## config.mk

```make
export PLATFORM = sky130hd
export DESIGN_NAME = rv32_div_seq_flat
export DESIGN_NICKNAME = d
export VERILOG_FILES = /design/src/rtl/rv32_div_seq_pkg.sv /design/src/rtl/rv32_div_seq_if.sv /design/src/rtl/rv32_div_seq.sv /design/src/flat_wrapper.sv
export SDC_FILE = /design/constraint.sdc
export NUM_CORES = 1
export LEC_CHECK = 0
export CAP_MARGIN = 20
export CORE_MARGIN = 2
export CORE_UTILIZATION = 45
export CTS_BUF_LIST = sky130_fd_sc_hd__clkbuf_8
export DETAILED_ROUTE_END_ITERATION = 16
export GPL_TIMING_DRIVEN = 0
export PLACE_DENSITY = 0.66
export SLEW_MARGIN = 20
export SYNTH_ARGS = -nofsm -noshare
export SYNTH_HDL_FRONTEND = slang
export SYNTH_SLANG_ARGS = --single-unit
export TNS_END_PERCENT = 50
```

## constraint.sdc

```tcl
create_clock -name clk -period 4.15 [get_ports clk]
set_input_delay 1.0375 -clock clk [delete_from_list [all_inputs] [get_ports clk]]
set_output_delay 1.0375 -clock clk [all_outputs]
set_load 0.005 [all_outputs]
```

## src/rtl/rv32_div_seq_pkg.sv

```systemverilog
// Shared types and constants for the RV32M sequential divider and its ALU slot.
package rv32_div_seq_pkg;

  typedef logic [31:0] rv32_word;

  typedef enum logic [1:0] {
    DIV  = 2'd0,
    DIVU = 2'd1,
    REM  = 2'd2,
    REMU = 2'd3
  } div_op_t;

  typedef enum logic [3:0] {
    ALU_OP_ADD  = 4'd0,
    ALU_OP_SUB  = 4'd1,
    ALU_OP_AND  = 4'd2,
    ALU_OP_OR   = 4'd3,
    ALU_OP_XOR  = 4'd4,
    ALU_OP_SLL  = 4'd5,
    ALU_OP_SRL  = 4'd6,
    ALU_OP_SRA  = 4'd7,
    ALU_OP_SLT  = 4'd8,
    ALU_OP_SLTU = 4'd9
  } int_alu_op_t;

  localparam rv32_word RV32_INT_MIN   = 32'h8000_0000;
  localparam int       RV32_DIV_ITERS = 32;

  function automatic logic op_is_signed(input div_op_t op);
    return (op == DIV) || (op == REM);
  endfunction

  function automatic logic op_is_rem(input div_op_t op);
    return (op == REM) || (op == REMU);
  endfunction

endpackage

```

## src/rtl/rv32_div_seq_if.sv

```systemverilog
// Request/response handshake plus shared-ALU slot between the exec stage and the divider.
interface rv32_div_seq_if;
  import rv32_div_seq_pkg::*;

  logic        kill;
  logic        req_valid;
  logic        req_ready;
  div_op_t     req_op;
  rv32_word    req_a;
  rv32_word    req_b;
  logic        resp_valid;
  logic        resp_ready;
  rv32_word    resp_result;
  logic        alu_req;
  logic        alu_gnt;
  rv32_word    alu_op1;
  rv32_word    alu_op2;
  int_alu_op_t alu_opsel;
  rv32_word    alu_result;

  modport master (
    output kill, req_valid, req_op, req_a, req_b, resp_ready, alu_gnt, alu_result,
    input  req_ready, resp_valid, resp_result, alu_req, alu_op1, alu_op2, alu_opsel
  );

  modport slave (
    input  kill, req_valid, req_op, req_a, req_b, resp_ready, alu_gnt, alu_result,
    output req_ready, resp_valid, resp_result, alu_req, alu_op1, alu_op2, alu_opsel
  );

endinterface

```

## src/rtl/rv32_div_seq.sv

```systemverilog
// Restoring divider for DIV/DIVU/REM/REMU that borrows the exec-stage ALU for every
// subtraction; it freezes completely on any cycle where the ALU slot is not granted.
module rv32_div_seq
  import rv32_div_seq_pkg::*;
#(
  parameter bit FAST_SPECIAL = 1'b1
) (
  input logic          clk,
  input logic          rst,
  rv32_div_seq_if.slave bus
);

  typedef enum logic [2:0] {
    IDLE, SPECIAL, NEG_A, NEG_B, ITER, POST, DONE
  } div_state_t;

  localparam logic [4:0] LAST_ITER = 5'(RV32_DIV_ITERS - 1);

  div_state_t state_q, state_d;
  div_op_t    op_q, op_d;
  rv32_word   a_q, a_d;
  rv32_word   b_q, b_d;
  rv32_word   quo_q, quo_d;
  rv32_word   rem_q, rem_d;
  rv32_word   res_q, res_d;
  logic       sa_q, sa_d;
  logic       sb_q, sb_d;
  logic [4:0] cnt_q, cnt_d;

  logic [32:0] shifted;
  logic        take;
  rv32_word    iter_quo;
  rv32_word    iter_rem;
  rv32_word    fix_x;
  logic        fix_neg;
  logic        req_signed;
  logic        req_special;

  // a_q is shifted left each iteration, so its MSB is always the next dividend bit.
  assign shifted  = {rem_q, a_q[31]};
  assign take     = shifted[32] || (shifted[31:0] >= b_q);
  assign iter_quo = {quo_q[30:0], take};
  assign iter_rem = take ? bus.alu_result : shifted[31:0];

  // A zero divisor must leave the all-ones quotient un-negated to match RISC-V.
  assign fix_x   = op_is_rem(op_q) ? rem_q : quo_q;
  assign fix_neg = op_is_rem(op_q) ? sa_q : ((sa_q ^ sb_q) && (b_q != '0));

  assign req_signed  = op_is_signed(bus.req_op);
  assign req_special = FAST_SPECIAL &&
                       ((bus.req_b == '0) ||
                        (req_signed && (bus.req_a == RV32_INT_MIN) && (bus.req_b == '1)));

  always_ff @(posedge clk) begin
    if (rst) begin
      state_q <= IDLE;
      op_q    <= DIV;
      a_q     <= '0;
      b_q     <= '0;
      quo_q   <= '0;
      rem_q   <= '0;
      res_q   <= '0;
      sa_q    <= 1'b0;
      sb_q    <= 1'b0;
      cnt_q   <= '0;
    end else begin
      state_q <= state_d;
      op_q    <= op_d;
      a_q     <= a_d;
      b_q     <= b_d;
      quo_q   <= quo_d;
      rem_q   <= rem_d;
      res_q   <= res_d;
      sa_q    <= sa_d;
      sb_q    <= sb_d;
      cnt_q   <= cnt_d;
    end
  end

  always_comb begin
    state_d = state_q;
    op_d    = op_q;
    a_d     = a_q;
    b_d     = b_q;
    quo_d   = quo_q;
    rem_d   = rem_q;
    res_d   = res_q;
    sa_d    = sa_q;
    sb_d    = sb_q;
    cnt_d   = cnt_q;

    unique case (state_q)
      IDLE: begin
        if (bus.req_valid && !bus.kill) begin
          op_d  = bus.req_op;
          a_d   = bus.req_a;
          b_d   = bus.req_b;
          sa_d  = req_signed && bus.req_a[31];
          sb_d  = req_signed && bus.req_b[31];
          quo_d = '0;
          rem_d = '0;
          cnt_d = '0;
          if (req_special)     state_d = SPECIAL;
          else if (req_signed) state_d = NEG_A;
          else                 state_d = ITER;
        end
      end
      SPECIAL: begin
        if (b_q == '0) res_d = op_is_rem(op_q) ? a_q : '1;
        else           res_d = op_is_rem(op_q) ? '0 : RV32_INT_MIN;
        state_d = DONE;
      end
      NEG_A: begin
        if (bus.alu_gnt) begin
          if (sa_q) a_d = bus.alu_result;
          state_d = NEG_B;
        end
      end
      NEG_B: begin
        if (bus.alu_gnt) begin
          if (sb_q) b_d = bus.alu_result;
          state_d = ITER;
        end
      end
      ITER: begin
        if (bus.alu_gnt) begin
          quo_d = iter_quo;
          rem_d = iter_rem;
          a_d   = {a_q[30:0], 1'b0};
          cnt_d = cnt_q + 5'd1;
          if (cnt_q == LAST_ITER) begin
            res_d   = op_is_rem(op_q) ? iter_rem : iter_quo;
            state_d = op_is_signed(op_q) ? POST : DONE;
          end
        end
      end
      POST: begin
        if (bus.alu_gnt) begin
          res_d   = fix_neg ? bus.alu_result : fix_x;
          state_d = DONE;
        end
      end
      DONE: begin
        if (bus.resp_ready) state_d = IDLE;
      end
      default: state_d = IDLE;
    endcase

    if (bus.kill) state_d = IDLE;
  end

  // ALU operands depend only on registered state, so they hold while the slot is denied.
  always_comb begin
    bus.req_ready   = (state_q == IDLE);
    bus.resp_valid  = (state_q == DONE);
    bus.resp_result = (state_q == DONE) ? res_q : '0;
    bus.alu_req     = 1'b0;
    bus.alu_opsel   = ALU_OP_ADD;
    bus.alu_op1     = '0;
    bus.alu_op2     = '0;

    unique case (state_q)
      NEG_A: begin
        bus.alu_req   = 1'b1;
        bus.alu_opsel = ALU_OP_SUB;
        bus.alu_op2   = a_q;
      end
      NEG_B: begin
        bus.alu_req   = 1'b1;
        bus.alu_opsel = ALU_OP_SUB;
        bus.alu_op2   = b_q;
      end
      ITER: begin
        bus.alu_req   = 1'b1;
        bus.alu_opsel = ALU_OP_SUB;
        bus.alu_op1   = shifted[31:0];
        bus.alu_op2   = b_q;
      end
      POST: begin
        bus.alu_req   = 1'b1;
        bus.alu_opsel = ALU_OP_SUB;
        bus.alu_op2   = fix_x;
      end
      default: ;
    endcase
  end

endmodule

```

## src/flat_wrapper.sv

```systemverilog
// flat-port wrapper written by rule: the top's interface ports become plain ports
module rv32_div_seq_flat import rv32_div_seq_pkg::*;
#(
  parameter bit FAST_SPECIAL = 1'b1
)
  (clk, rst, bus_kill, bus_req_valid, bus_req_op, bus_req_a, bus_req_b, bus_resp_ready, bus_alu_gnt, bus_alu_result, bus_req_ready, bus_resp_valid, bus_resp_result, bus_alu_req, bus_alu_op1, bus_alu_op2, bus_alu_opsel);
  rv32_div_seq_if bus_i ();
  input logic clk;
  input logic rst;
  input wire logic [$bits(bus_i.kill)-1:0] bus_kill;
  input wire logic [$bits(bus_i.req_valid)-1:0] bus_req_valid;
  input wire logic [$bits(bus_i.req_op)-1:0] bus_req_op;
  input wire logic [$bits(bus_i.req_a)-1:0] bus_req_a;
  input wire logic [$bits(bus_i.req_b)-1:0] bus_req_b;
  input wire logic [$bits(bus_i.resp_ready)-1:0] bus_resp_ready;
  input wire logic [$bits(bus_i.alu_gnt)-1:0] bus_alu_gnt;
  input wire logic [$bits(bus_i.alu_result)-1:0] bus_alu_result;
  output wire logic [$bits(bus_i.req_ready)-1:0] bus_req_ready;
  output wire logic [$bits(bus_i.resp_valid)-1:0] bus_resp_valid;
  output wire logic [$bits(bus_i.resp_result)-1:0] bus_resp_result;
  output wire logic [$bits(bus_i.alu_req)-1:0] bus_alu_req;
  output wire logic [$bits(bus_i.alu_op1)-1:0] bus_alu_op1;
  output wire logic [$bits(bus_i.alu_op2)-1:0] bus_alu_op2;
  output wire logic [$bits(bus_i.alu_opsel)-1:0] bus_alu_opsel;
  assign bus_i.kill = bus_kill;
  assign bus_i.req_valid = bus_req_valid;
  assign bus_i.req_op = bus_req_op;
  assign bus_i.req_a = bus_req_a;
  assign bus_i.req_b = bus_req_b;
  assign bus_i.resp_ready = bus_resp_ready;
  assign bus_i.alu_gnt = bus_alu_gnt;
  assign bus_i.alu_result = bus_alu_result;
  assign bus_req_ready = bus_i.req_ready;
  assign bus_resp_valid = bus_i.resp_valid;
  assign bus_resp_result = bus_i.resp_result;
  assign bus_alu_req = bus_i.alu_req;
  assign bus_alu_op1 = bus_i.alu_op1;
  assign bus_alu_op2 = bus_i.alu_op2;
  assign bus_alu_opsel = bus_i.alu_opsel;
  rv32_div_seq #(.FAST_SPECIAL(FAST_SPECIAL)) u_core (.clk(clk), .rst(rst), .bus(bus_i));
endmodule
```

==> qor.csv <==
stage;metric;value;unit
status;status;finished clean;
finish;ff_latch_area;3440;um^2
logic_synthesis;synthCells;1495;
floorplanning;core_area;25300;um^2
clock_network;cts_num_sinks;172;
finish;instances_no_fill;2061;
setup_path;required;3.11;ns
timing;finalHoldViolCount;0;
floorplanning;ios;207;
timing;fmax;0.243;GHz
logic_synthesis;synth-edff-count;0;
routing;drtAntennaViolNets;0;
setup_path;critPathBufInv;4;
timing;layout_min_cycle_time;4.12;ns
clock_network;ctsResizeCount;10;
finish;antennaDiodeCount;0;
finish;drive_gt1_share;4.22;%
clock_network;insertion_delay;0.49;ns
logic_synthesis;synth-simple-area-share;25.2;%
routing;drt-wirelength-per-cell;24.5;um
setup_path;cp_max_fo;10;
setup_path;crit_top_cell;a21oi_1;
place;post-place-cells;2029;
finish;finish.net_count;1856;
routing;firstDrtPassIters;8;
setup_path;path_class;register to output port;
timing;rsz0062_at_grt;yes;
power;swShare;34.8;%
grt;grt_max_degree;19;
timing;fin_crit_sh;99.3;%
logic_synthesis;yosysWarnings;0;
logic_synthesis;synth_top_area_share;29.7;%
logic_synthesis;yosys.area.top_type;dfxtp_1;
clock_network;post-cts-setup-buffer-count;0;
logic_synthesis;synth_cell_types;60;
logic_synthesis;synth_top_family_by_area;compound AO/OA/AOI/OAI gates;
power;pwr-share-seq;47.2;%
setup_path;critical-path-top-delay-family;buffers and inverters;
logic_synthesis;synth_ff_type;dfxtp_1;
routing;drt_iter0_markers;1671;
floorplanning;rows;58;
logic_synthesis;async_flop_share;0;%
power;power.switching;1380;uW
setup_path;cp_slowest_stage_delay;0.56;ns
timing;tightest_slew;0.833;ns
power;internal_power;2580;uW
floorplanning;fp.dieH;164;um
logic_synthesis;synth_xor_area_share;0.151;%
logic_synthesis;synth_area_leaders;dfxtp_1 (30%), a311oi_1 (7.1%), mux2i_1 (5.9%);
setup_path;crit_slowest_cell;clkdlybuf4s50_1;
setup_path;critPathCaptureType;output port;
logic_synthesis;synth_mux_area_share;6.07;%
setup_path;worst_ep_arrival_time;3.08;ns
logic_synthesis;synth_compound_area_share;28.9;%
finish;syn2layout_area_growth;25.1;%
setup_path;cp-start-kind;register;
clock_network;clk_pin_slew_worst_paths;0.10;ns
grt;grt_pass1_vias;12526;
timing;slew_violations;0;
floorplanning;start_util;45.9;%
place;io_buffers;202;
power;power_density;273;nW/um^2
place;place_hpwl;40.9;mm
grt;antenna_found_initial;0;
grt;track_usage;37.0;%
power;p_clk_share;32.7;%
run;cap_violations;0;
timing;setup-violations-final;0;
routing;wl;50.6;mm
routing;vias_per_cell;6.41;
routing;drc;0;
power;pwr-share-comb;20.1;%
finish;fillers;2433;
floorplanning;dieArea;27000;um^2
clock_network;tritoncts;done;
setup_path;crit_chain;buf_2, clkbuf_2, clkbuf_1, mux2i_1, nor2_1, a21oi_1, a21oi_1, clkdlybuf4s50_1;
place;place.gp.congestion;1.00;
floorplanning;die_width;164;um
logic_synthesis;synth-seq-cells;172;
logic_synthesis;ys_seq_area_share;29.7;%
power;irDropWorstVdd;0.192;mV
routing;vias;13211;
power;leakagePower;0.00514;uW
finish;multi_input_area;7440;um^2
clock_network;cts_hold_buf;0;
finish;fin_util;57.4;%
grt;grt_overflow_total;0;
logic_synthesis;synth_area_per_cell;7.75;um^2
logic_synthesis;synth_fa_ha_area_share;3.67;%
timing;relSlewSlack;44.0;%
clock_network;cts_max_level;4;
logic_synthesis;synthesis.area;11600;um^2
logic_synthesis;yosys-top-cells-count;dfxtp_1 (172), nand2_1 (151), nor2_1 (146);
clock_network;root_buffer;clkbuf_8;
clock_network;cts_made_buffers;17;
clock_network;cts.path.max_buffers;2;
grt;grt_pass1_wl;75.4;mm
logic_synthesis;yosysMostFrequentCell;dfxtp_1;
timing;final.setup_skew;0.0214;ns
min_path;hold_class;register to register;
[registers in the layout (all words and copies together), names as in the netlist]
signal,count
u_core.a_q,32
u_core.b_q,32
u_core.cnt_q,5
u_core.op_q,2
u_core.quo_q,32
u_core.rem_q,32
u_core.res_q,32
u_core.sa_q,1
u_core.sb_q,1
u_core.state_q,3
[power groups by stage]
stage | registers [uW] | logic [uW] | clock network, uW
floorplan | 1840 | 439 | 0
global placement | 1890 | 764 | 0
detailed placement | 1900 | 775 | 0
CTS | 1860 | 778 | 1300
global route | 1880 | 856 | 1360
finish | 1870 | 798 | 1300
[worst paths after layout]
path | startpoint | to | slack, ns | cells after the start
setup reg to reg | u_core.cnt_q[0] | u_core.res_q[8] | 0.74 | 10
setup / recovery | u_core.op_q[1] | bus_alu_op2[0] | 0.03 | 8
hold reg to reg | u_core.cnt_q[4] | u_core.cnt_q[4] | 0.53 | 2
hold / removal | u_core.cnt_q[4] | u_core.cnt_q[4] | 0.53 | 2
[layout by cell type, fill, tap and decap left out, types with 5 or more instances in the layout]
master           synthesis  final
clkbuf_8                 0     18
o21ai_1                 30     30
nor2b_1                 39     39
buf_4                    8      8
a22oi_1                 65     65
o21ai_0                 44     44
o32ai_1                 31     31
nor3b_1                 33     32
inv_1                   32     32
nor2_1                 146    145
dfxtp_1                172    172
clkbuf_2                 0      9
clkdlybuf4s50_1          0    202
ha_1                    34     34
clkbuf_1               127    117
a311oi_1                94     94
o221ai_1                32     32
nand2_1                151    150
buf_2                    8     11
clkinv_4                 0      5
a221oi_1                31     31
and3b_1                 31     31
nor3_1                  43     43
mux2i_1                 68     68
nor4_1                  22     22
and2_1                  66     66
a21oi_1                 79     79
nand3_1                  5      5
nand4_1                 15     15
o21bai_1                31     31
[cell families (layout without fill, tap and decap cells)]
family / Yosys count / count (layout)
buffers and inverters: 183 / 417
other: 1 / 3
DFF: 172 / 172
adders and majority gates: 34 / 34
AOI/OAI and AO/OA: 462 / 462
xor gates and xnor gates: 2 / 2
muxes: 70 / 70
and+or+nand+nor: 571 / 571
[metrics by stage]
step           hold WS, ns  setup WS (ns)  total power, uW  setup TNS (ns)  cell area [um^2]
2_1_floorplan        0.441           1.33             2280               0             11600
3_3_place_gp         0.482        -0.0219             2660         -0.0219             14000
3_5_place_dp         0.504       -0.00591             2670        -0.00591             14000
4_1_cts              0.519         0.0156             3930               0             14500
5_1_grt              0.533        -0.0503             4090         -0.0623             14500
6_report             0.528         0.0300             3960               0             14500
[worst min-delay path: cells and delay by family (launching register included)]
kind               cells  cell delay (ns)
DFF                    1             0.35
and+or+nand+nor        1             0.08
AOI/OAI and AO/OA      1             0.07
[cell type report]
class | count | area share [%]
plain buffers | 150 | 4.29
flip-flops and latches | 172 | 23.8
inverters | 33 | 0.855
multi-input cells | 1142 | 51.4
clock buffers | 18 | 1.71
repair buffers | 202 | 14.0
well taps | 330 | 2.85
clock inverters | 14 | 1.22
[metal layers]
layer  part of all wire [%]  up-vias  GRT usage [%]
met5                      0        -              0
li1                       -     6059              -
met3                     11      108           6.43
met1                     43     6274           52.2
met2                     44      770           57.5
met4                    3.2        0           11.9
No activity file was read; power rests on OpenSTA's default activity.
